**src/rtl/prog_fetch_pkg.sv**
```systemverilog
// prog_fetch_pkg: FSM states, default sizes and the FIFO entry type for prog_fetch_master
package prog_fetch_pkg;
  localparam int DEF_FIFO_DEPTH = 4;
  localparam int DEF_TIMEOUT_CYCLES = 255;
  typedef enum logic [2:0] {S_IDLE, S_REQ, S_GAP, S_WAIT, S_FIN} state_t;
  typedef struct packed {
    logic        last;
    logic [31:0] data;
  } fifo_entry_t;
endpackage

```
**src/rtl/prog_fetch_fifo.sv**
```systemverilog
// prog_fetch_fifo: synchronous FIFO, head entry presented from storage, full/empty by pointer MSB compare
module prog_fetch_fifo
  import prog_fetch_pkg::*;
#(
  parameter int DEPTH = DEF_FIFO_DEPTH
) (
  input  logic                     clk,
  input  logic                     rstn,
  input  logic                     push,
  input  fifo_entry_t              din,
  input  logic                     pop,
  output fifo_entry_t              dout,
  output logic                     full,
  output logic                     empty,
  output logic [$clog2(DEPTH):0]   count
);
  localparam int AW = $clog2(DEPTH);
  fifo_entry_t mem [DEPTH];
  logic [AW:0] wptr, rptr;
  logic do_push, do_pop;
  assign empty = wptr == rptr;
  assign full = (wptr[AW] != rptr[AW]) && (wptr[AW-1:0] == rptr[AW-1:0]);
  assign count = wptr - rptr;
  assign do_push = push && !full;
  assign do_pop = pop && !empty;
  assign dout = empty ? '0 : mem[rptr[AW-1:0]];
  // read/write pointers; simultaneous push and pop both advance
  always_ff @(posedge clk or negedge rstn) begin
    if (!rstn) begin
      wptr <= '0;
      rptr <= '0;
    end else begin
      if (do_push) wptr <= wptr + 1'b1;
      if (do_pop) rptr <= rptr + 1'b1;
    end
  end
  // entry storage, written only on an accepted push
  always_ff @(posedge clk) begin
    if (do_push) mem[wptr[AW-1:0]] <= din;
  end
endmodule

```
**src/rtl/prog_fetch_master.sv**
```systemverilog
// prog_fetch_master: reads a block of words over a valid/ready bus and streams them out
// Optional bus timeout enabled by defining PROGFETCH_TIMEOUT_EN.
module prog_fetch_master
  import prog_fetch_pkg::*;
#(
  parameter int FIFO_DEPTH     = DEF_FIFO_DEPTH,
  parameter int TIMEOUT_CYCLES = DEF_TIMEOUT_CYCLES
) (
  input  logic        clk,
  input  logic        rstn,
  input  logic        start,
  input  logic [31:0] base_addr,
  input  logic [15:0] word_count,
  output logic        busy,
  output logic        done,
  output logic        error,
  output logic        mem_valid,
  input  logic        mem_ready,
  output logic [31:0] mem_addr,
  input  logic [31:0] mem_rdata,
  output logic        out_valid,
  input  logic        out_ready,
  output logic [31:0] out_data,
  output logic        out_last
);
  localparam int CW = $clog2(FIFO_DEPTH) + 1;
  if (FIFO_DEPTH < 2 || (FIFO_DEPTH & (FIFO_DEPTH - 1)) != 0 || TIMEOUT_CYCLES < 1) begin : g_param_check
    $error("prog_fetch_master: FIFO_DEPTH must be a power of 2 >= 2 and TIMEOUT_CYCLES >= 1");
  end
  state_t state, state_n;
  logic [15:0] rem;
  logic [CW-1:0] fcount;
  logic full, empty, push, pop, fin_clear, timeout, unused_bits;
  fifo_entry_t push_entry, head;
  assign unused_bits = ^base_addr[1:0];
  assign push_entry = '{last: rem == 16'd1, data: mem_rdata};
  assign out_data = head.data;
  assign out_last = head.last;
  assign out_valid = !empty;
  assign pop = out_valid && out_ready;
  // FIN may leave as soon as the final buffered word is being handed off
  assign fin_clear = empty || (fcount == CW'(1) && pop);
  prog_fetch_fifo #(.DEPTH(FIFO_DEPTH)) u_fifo (
    .clk   (clk),
    .rstn  (rstn),
    .push  (push),
    .din   (push_entry),
    .pop   (pop),
    .dout  (head),
    .full  (full),
    .empty (empty),
    .count (fcount)
  );
`ifdef PROGFETCH_TIMEOUT_EN
  localparam int TW = $clog2(TIMEOUT_CYCLES + 1);
  logic [TW-1:0] tcnt;
  // a ready arriving on the last allowed cycle still wins over the timeout
  assign timeout = state == S_REQ && !mem_ready && tcnt == TW'(TIMEOUT_CYCLES - 1);
  // cycles spent in the current REQ visit; GAP always separates visits so leaving REQ restarts it
  always_ff @(posedge clk or negedge rstn) begin
    if (!rstn) tcnt <= '0;
    else tcnt <= state == S_REQ ? tcnt + 1'b1 : '0;
  end
  // sticky error, cleared by the next accepted start
  always_ff @(posedge clk or negedge rstn) begin
    if (!rstn) error <= 1'b0;
    else if (state == S_IDLE && start) error <= 1'b0;
    else if (timeout) error <= 1'b1;
  end
`else
  assign timeout = 1'b0;
  assign error = 1'b0;
`endif
  // state register
  always_ff @(posedge clk or negedge rstn) begin
    if (!rstn) state <= S_IDLE;
    else state <= state_n;
  end
  // next-state logic; REQ is only entered with a guaranteed free FIFO slot
  always_comb begin
    state_n = state;
    case (state)
      S_IDLE: if (start) state_n = word_count == 16'd0 ? S_FIN : (full ? S_WAIT : S_REQ);
      S_REQ:  state_n = mem_ready ? S_GAP : (timeout ? S_FIN : S_REQ);
      S_GAP:  state_n = rem == 16'd0 ? S_FIN : (full ? S_WAIT : S_REQ);
      S_WAIT: state_n = full ? S_WAIT : S_REQ;
      S_FIN:  state_n = fin_clear ? S_IDLE : S_FIN;
      default: state_n = S_IDLE;
    endcase
  end
  // state-decoded outputs; ready outside REQ is never looked at
  always_comb begin
    mem_valid = state == S_REQ;
    push = mem_valid && mem_ready;
    busy = state != S_IDLE;
  end
  // address, remaining count and the registered done pulse
  always_ff @(posedge clk or negedge rstn) begin
    if (!rstn) begin
      mem_addr <= '0;
      rem <= '0;
      done <= 1'b0;
    end else begin
      done <= state == S_FIN && fin_clear;
      if (state == S_IDLE && start) begin
        mem_addr <= {base_addr[31:2], 2'b00};
        rem <= word_count;
      end else if (push) begin
        mem_addr <= mem_addr + 32'd4;
        rem <= rem - 16'd1;
      end else if (timeout) begin
        rem <= '0;
      end
    end
  end
endmodule

```
**config.mk**
```make
export PLATFORM = sky130hd
export DESIGN_NAME = prog_fetch_master
export DESIGN_NICKNAME = d
export VERILOG_FILES = /design/src/rtl/prog_fetch_pkg.sv /design/src/rtl/prog_fetch_fifo.sv /design/src/rtl/prog_fetch_master.sv
export SDC_FILE = /design/constraint.sdc
export NUM_CORES = 1
export LEC_CHECK = 0
export CAP_MARGIN = 20
export CORE_MARGIN = 8
export CORE_UTILIZATION = 45
export CTS_CLUSTER_DIAMETER = 60
export DETAILED_ROUTE_END_ITERATION = 8
export PLACE_DENSITY = 0.7
export SETUP_SLACK_MARGIN = 0.15
export SLEW_MARGIN = 20
export SYNTH_ARGS = -nofsm -noshare
export SYNTH_HDL_FRONTEND = slang
export SYNTH_HIERARCHICAL = 1
export SYNTH_SLANG_ARGS = --single-unit
```
**constraint.sdc**
```tcl
create_clock -name clk -period 2.79 [get_ports clk]
set_input_delay 0.837 -clock clk [delete_from_list [all_inputs] [get_ports clk]]
set_output_delay 0.837 -clock clk [all_outputs]
set_load 0.02 [all_outputs]
```
==> reports/metrics.cfg <==
[run_status]
outcome=complete, but fails checks
violations=setup timing

[timing]
max-slew-margin-rel_pct=50.1
fmax_ghz=0.342
final-hold-violation-count=0
fin_crit_sh_pct=105
min_period_ns=2.93
setup_violations=29
holdWs_ns=0.262
slew_viol_final=0
setup_ws_ns=-0.137
skew_ns=0.0148
rsz0062_at_grt=true
worst_pin_slew_ns=0.746

[clocking]
cts_hold_buf=0
clk_path_buf_depth=2
clock_sinks=188
cts_tree=yes
cts_inserted_buffers=17
ctsRootBufferMaster=clkbuf_16
worstSkewPairLatency_ns=0.45
cts.clk_slew.worst_paths_ns=0.07
ctsHtreeMaxLevel=4

[route]
drtPass1Iterations=4
ant_nets=0
avgViaCountPerCell=5.61
drt_drc_violations_left=0
postRouteWirelength_um=22500
via_count=6105
drt_iter0_markers=362
wl_per_cell_um=20.7

[setup_path]
r2r_cells=11
worstPathCellList=buf_12, buf_12, buf_12, buf_16, mux4_2, nor2b_4, buf_6
crit_cells=7
crit_family=buffers and inverters
critical_path.slowest_cell=dfrtp_2
regToRegSetupSlack_ns=0.54
cp_data_arrival_time_ns=2.09
crit_top_cell=buf_12
critPathMaxFanout=6
crit_required_ns=1.95
end_kind=primary output
max_stage_delay_ns=0.43
critical_path_class=flip-flop to primary output
r2r_start=u_fifo/rptr[1]$_DFFE_PN0P_
worst_setup_path_start_kind=flip-flop
cp_num_buf_inv=5
r2r_end=u_fifo/rptr[1]$_DFFE_PN0P_

[min_path]
hp-class=input pin to asynchronous set/reset pin

[floorplanning]
num_io_pins=155
die_y_um=155
die_w_um=155
fp.coreArea_um2=19200
start_util_pct=45.2
num_rows=51
dieArea_um2=24000

[global_routing]
grt_pass1_vias=6532
grt.overflow.total=0
grt_max_degree=39
antenna_found_initial=0
grt_pass1_wl_um=35400
grt_usage_pct=18.9

[final_layout]
antenna_cells=0
drive_above_1_share_pct=26.7
num-nets-final=907
syn_to_final_growth_pct=37.2

[placed_design]
hpwl_um=14600
io_buffers=149
gp_congestion=0.879
place_ws_ns=-0.00619

[pwr]
cellPowerDensity_nw_per_um2=1210
ir_drop_uv=559
total_power_mw=14.4
static-leakage-power_nw=4.47

[synth]
synth_area_um2=8690
synth_area_leaders=edfxtp_1 (46%), dfrtp_1 (16%), mux4_2 (7.5%)
yosysMostFrequentCell=edfxtp_1
ys_seq_area_share_pct=61.7
yosys.area.top_type=edfxtp_1
syn_inst=612
synth_top_area_share_pct=45.6
synth_edf_count=132
yosys_warnings=6
async_flop_share_pct=29.8
synthTopCellsByCount=edfxtp_1 (132), dfrtp_1 (56), nand2_1 (45)
ys_seq_elements=188
synth_cell_type_count=67
avgSynthCellArea_um2=14.2
ys.flop_type=edfxtp_1

[flow_run]
drv_cap=0

area by class of cell:
cell class / instances / area [um^2]
fillers: 1373 / 7280
well taps: 265 / 332
repair buffers: 211 / 2340
inverters: 15 / 58.8
multi-input cells: 378 / 3210
clock buffers: 17 / 425
clock inverters: 15 / 190
flip-flops and latches: 188 / 5370
where the power goes:
group          total [mW]  switching, mW  internal [mW]
Clock                2.49           1.19           1.29
Combinational        7.70           3.64           4.06
Sequential           4.24          0.590           3.65
Total                14.4           5.42           9.00
worst max path at each step:
stage / from / to / slack, ns
2_1_floorplan: u_fifo/rptr[1]$_DFFE_PN0P_ / out_data[10] / 0.12
3_3_place_gp: u_fifo/rptr[0]$_DFFE_PN0P_ / out_data[0] / 0.02
3_5_place_dp: u_fifo/rptr[0]$_DFFE_PN0P_ / out_last / -0.006
4_1_cts: u_fifo/rptr[0]$_DFFE_PN0P_ / out_data[11] / -0.16
5_1_grt: u_fifo/rptr[1]$_DFFE_PN0P_ / out_data[5] / -0.19
6_report: u_fifo/rptr[0]$_DFFE_PN0P_ / out_data[11] / -0.14
stage by stage:
step	instances	utilization (%)	setup TNS [ns]	cell area (um^2)
floorplan	614	-	0	8740
global route	1089	62.1	-4.19	11900
CTS	1086	61.5	-2.51	11800
finish	1089	62.1	-2.54	11900
detailed placement	1028	55.7	-0.00619	10700
global placement	1028	55.7	0	10700
placed cells by master (no fill, tap or decap), drive strengths merged, types with 6 or more instances in the layout:
| master | Yosys | final |
|---|---|---|
| mux4 | 33 | 33 |
| nand3 | 22 | 22 |
| nand4 | 15 | 15 |
| and2 | 6 | 6 |
| nand2 | 45 | 45 |
| a221o | 10 | 10 |
| nor2 | 28 | 28 |
| o311ai | 8 | 8 |
| dfrtp | 56 | 56 |
| or3 | 6 | 6 |
| nor3 | 13 | 13 |
| inv | 15 | 22 |
| xor2 | 6 | 6 |
| o21ai | 36 | 36 |
| ha | 10 | 10 |
| clkinv | 0 | 7 |
| nor2b | 35 | 35 |
| clkdlybuf4s50 | 0 | 112 |
| a22oi | 7 | 7 |
| edfxtp | 132 | 132 |
| a21oi | 12 | 12 |
| nor4 | 20 | 20 |
| clkbuf | 13 | 17 |
| a31oi | 7 | 7 |
| and3 | 9 | 9 |
| buf | 20 | 96 |
| o211ai | 7 | 7 |
state kept, by name (all words and copies together), names as in the netlist:
name,flops
u_fifo/wptr,3
rem,16
u_fifo/rptr,3
state,3
u_fifo/mem,132
done,1
mem_addr,30
kinds of logic (layout without fill, tap and decap cells):
| kind of cell | Yosys count | after routing | synth area share [%] |
|---|---|---|---|
| buf+inv | 48 | 258 | 3.10 |
| mux | 37 | 37 | 9.27 |
| simple gates | 211 | 211 | 14.7 |
| compound gates | 105 | 105 | 8.32 |
| other cells | 1 | 3 | 0.0431 |
| fa+ha+maj | 11 | 11 | 1.67 |
| flops | 188 | 188 | 61.7 |
| xor+xnor | 11 | 11 | 1.19 |
repair_timing:
item,in CTS,in global routing
gates resized for setup,226,26
setup endpoints to repair,36,35
hold endpoints to repair,0,0
pin swaps,2,1
gates cloned,5,0
setup buffers,21,3
per-layer routing:
| layer | global-route usage [%] | wire (um) |
|---|---|---|
| met5 | 0 | 0 |
| met4 | 6.63 | 460 |
| met3 | 5.33 | 1560 |
| met2 | 32.7 | 11500 |
| met1 | 22.3 | 9010 |
(Power assumes the default switching activity.)
==> patch (same settings) <==
The option `PROGFETCH_TIMEOUT_EN` is turned on by a define.
--- a/src/rtl/prog_fetch_master.sv
+++ b/src/rtl/prog_fetch_master.sv
@@ -2,2 +2,4 @@
 // Optional bus timeout enabled by defining PROGFETCH_TIMEOUT_EN.
+`define PROGFETCH_TIMEOUT_EN
+
 module prog_fetch_master
Behaviour: no difference found for any inputs over 4 cycles, from zero or initial values and one cycle with rstn low; that may be too few to reach the edited logic, so the function may still have changed.
==> patch against the unedited design <==
- setup slack gained 0.16 ns
- routed wire length grew 0.92%
- final area grew 3.2%
- critical path depth shrank 2
- cell count grew 4.7%
- first-iteration DRC count grew 29%
- sequential cell count grew 9
- power grew 0.43%
- synthesized cell count grew 6.9%
- register-to-register slack lost 0.05 ns
- via count grew 5.6%
- sequential share of layout area grew 0.46 points
- synthesized area grew 4.5%
- critical path type unchanged
- highest routed layer is now met5
==> patch: results (changes against the unedited design) <==
Outcome:
- The run finished with clean final reports.

Global routing:
- The combined global-route utilization of all metal layers is 18.7% (-0.27 points).
- The wire length of the first global-routing pass is 36400 µm (+2.7%).
- The initial antenna violation count is 2 (+2).
- The pin count of the biggest net entering global routing is 47 (+21%).

Power:
- The net switching fraction of the power is 37.5% (-0.058 points).

Detailed routing:
- The DRC violation total after the first TritonRoute iteration is 467 (+29%).
- The detailed-router iteration count before antenna repair is 5 (+1).
- The number of vias in the routed layout was 6449 (+5.6%).

Layout:
- The fraction of final layout cells with drive strength greater than 1 is 25.2% (-1.5 points).

STA:
- The transition time at the pin with the least slew margin is 0.611 ns (-0.134 ns).
- The post-route clock period utilization was 99.2% (-5.7 points).
- The maximum clock skew at final layout is 0.0103 ns (-0.00449 ns).

Placement:
- The number of placed instances with taps included came to 1092 (+6.2%).
- The half-perimeter wire length after placement was 15800 µm (+7.8%).
- The total cell area at the placement stage is 11300 µm² (+5.9%).
- The worst slack at placement is -0.270 ns (-0.264 ns).
- The number of buffers inserted by port buffering was 150 (+0.67%).
- The routability congestion estimate was 0.851 (-3.1%).

CTS:
- The clock buffer count from CTS was 17 (unchanged).
- The latest clock arrival within the worst-skew pair is 0.42 ns (-0.03 ns).

Worst setup path:
- The data arrival time of the worst path is 1.93 ns (-0.16 ns).
- The cell count of the worst reg-to-reg path is 8 (-3).
- The minimum setup slack among reg-to-reg paths is 0.49 ns (-0.05 ns).
- The reg-to-reg startpoint is u_fifo/wptr[1].
- The end point of the critical path is out_data[16].
- The endpoint identified for the worst register-to-register timing path is state[2].

Synth:
- The async set-or-reset flop fraction in the synthesized netlist came to 33.0% (+3.2 points).
- The share of synthesized area occupied by flip-flops and latches is 61.5% (-0.21 points).
- The post-synthesis cell type count is 63 (-6.0%).
- By count the netlist is led by 132 x edfxtp_1, 65 x dfrtp_1, 56 x nand2_1.
-- patch: cell types whose count changed after synthesis, sizes merged, moves of 4 or more --
cell	unedited run	this run
or2	1	5
o21ai	36	29
nor4	20	10
o311ai	8	14
inv	15	19
nor3	13	17
nor2	28	36
or4	2	7
nand2	45	56
a221o	10	15
dfrtp	56	65
and2	6	1
-- patch: power groups by stage --
stage | Sequential [mW] | Clock (mW) | Combinational (mW)
after floorplan | 4.52 | 0 | 3.69
after global placement | 4.37 | 0 | 6.57
after detailed placement | 4.42 | 0 | 6.70
after CTS | 4.39 | 2.52 | 7.32
after global routing | 4.50 | 2.63 | 8.13
final | 4.41 | 2.46 | 7.61
-- patch: layer usage --
| layer | part of all wire [%] | vias to the layer above | wire, µm | track usage (%) |
|---|---|---|---|---|
| li1 | - | 2932 | - | - |
| met1 | 42 | 3237 | 9500 | 23.6 |
| met2 | 49 | 263 | 11200 | 30.9 |
| met3 | 7.7 | 15 | 1760 | 5.08 |
| met4 | 1.1 | 2 | 244 | 5.43 |
| met5 | 0.040 | - | 9 | 0 |
-- patch: cell families (layout without fill, tap and decap cells) --
kind of cell / count (synthesis) / after routing / synth area share [%]
XOR/XNOR: 12 / 12 / 1.24
AND/OR/NAND/NOR: 231 / 231 / 14.5
adder cells (fa/ha/maj): 14 / 14 / 2.01
multiplexers: 40 / 40 / 9.20
AO/OA/AOI/OAI: 109 / 109 / 8.62
other: 1 / 3 / 0.0413
buffers and inverters: 50 / 264 / 2.82
flip-flops: 197 / 197 / 61.5
-- patch: timing repair --
item                                    CTS  global route
endpoints found under the setup margin   36            37
cloned                                    1             1
pin swaps                                 2             1
gates resized for setup                 228            24
setup buffers                             8             5
-- patch: how the worst min path moves through the flow --
stage / endpoint / start / cells after the start / slack, ns
after CTS: rem[4] / rstn / 1 / 0.40
after global routing: rem[6] / rstn / 1 / 0.42
after floorplan: rem[6] / rem[6] / 2 / 0.49
after detailed placement: error / error / 2 / 0.49
after global placement: error / error / 2 / 0.49
final: rem[4] / rstn / 1 / 0.42
-- patch: final cells by class --
cell class	count	area, µm²
sequential	197	5590
fill	1568	7730
multi-input combinational	408	3390
clock inverter	15	176
clock buffer	17	425
timing repair buffer	213	2310
tap	270	338
antenna	1	2.50
inverter	19	73.8
-- patch: worst max-delay path, cell delays in order, from the launching register on --
cell,delay [ns]
dfrtp_2,0.43
buf_8,0.16
buf_12,0.14
mux4_2,0.51
nor2b_4,0.14
buf_6,0.12
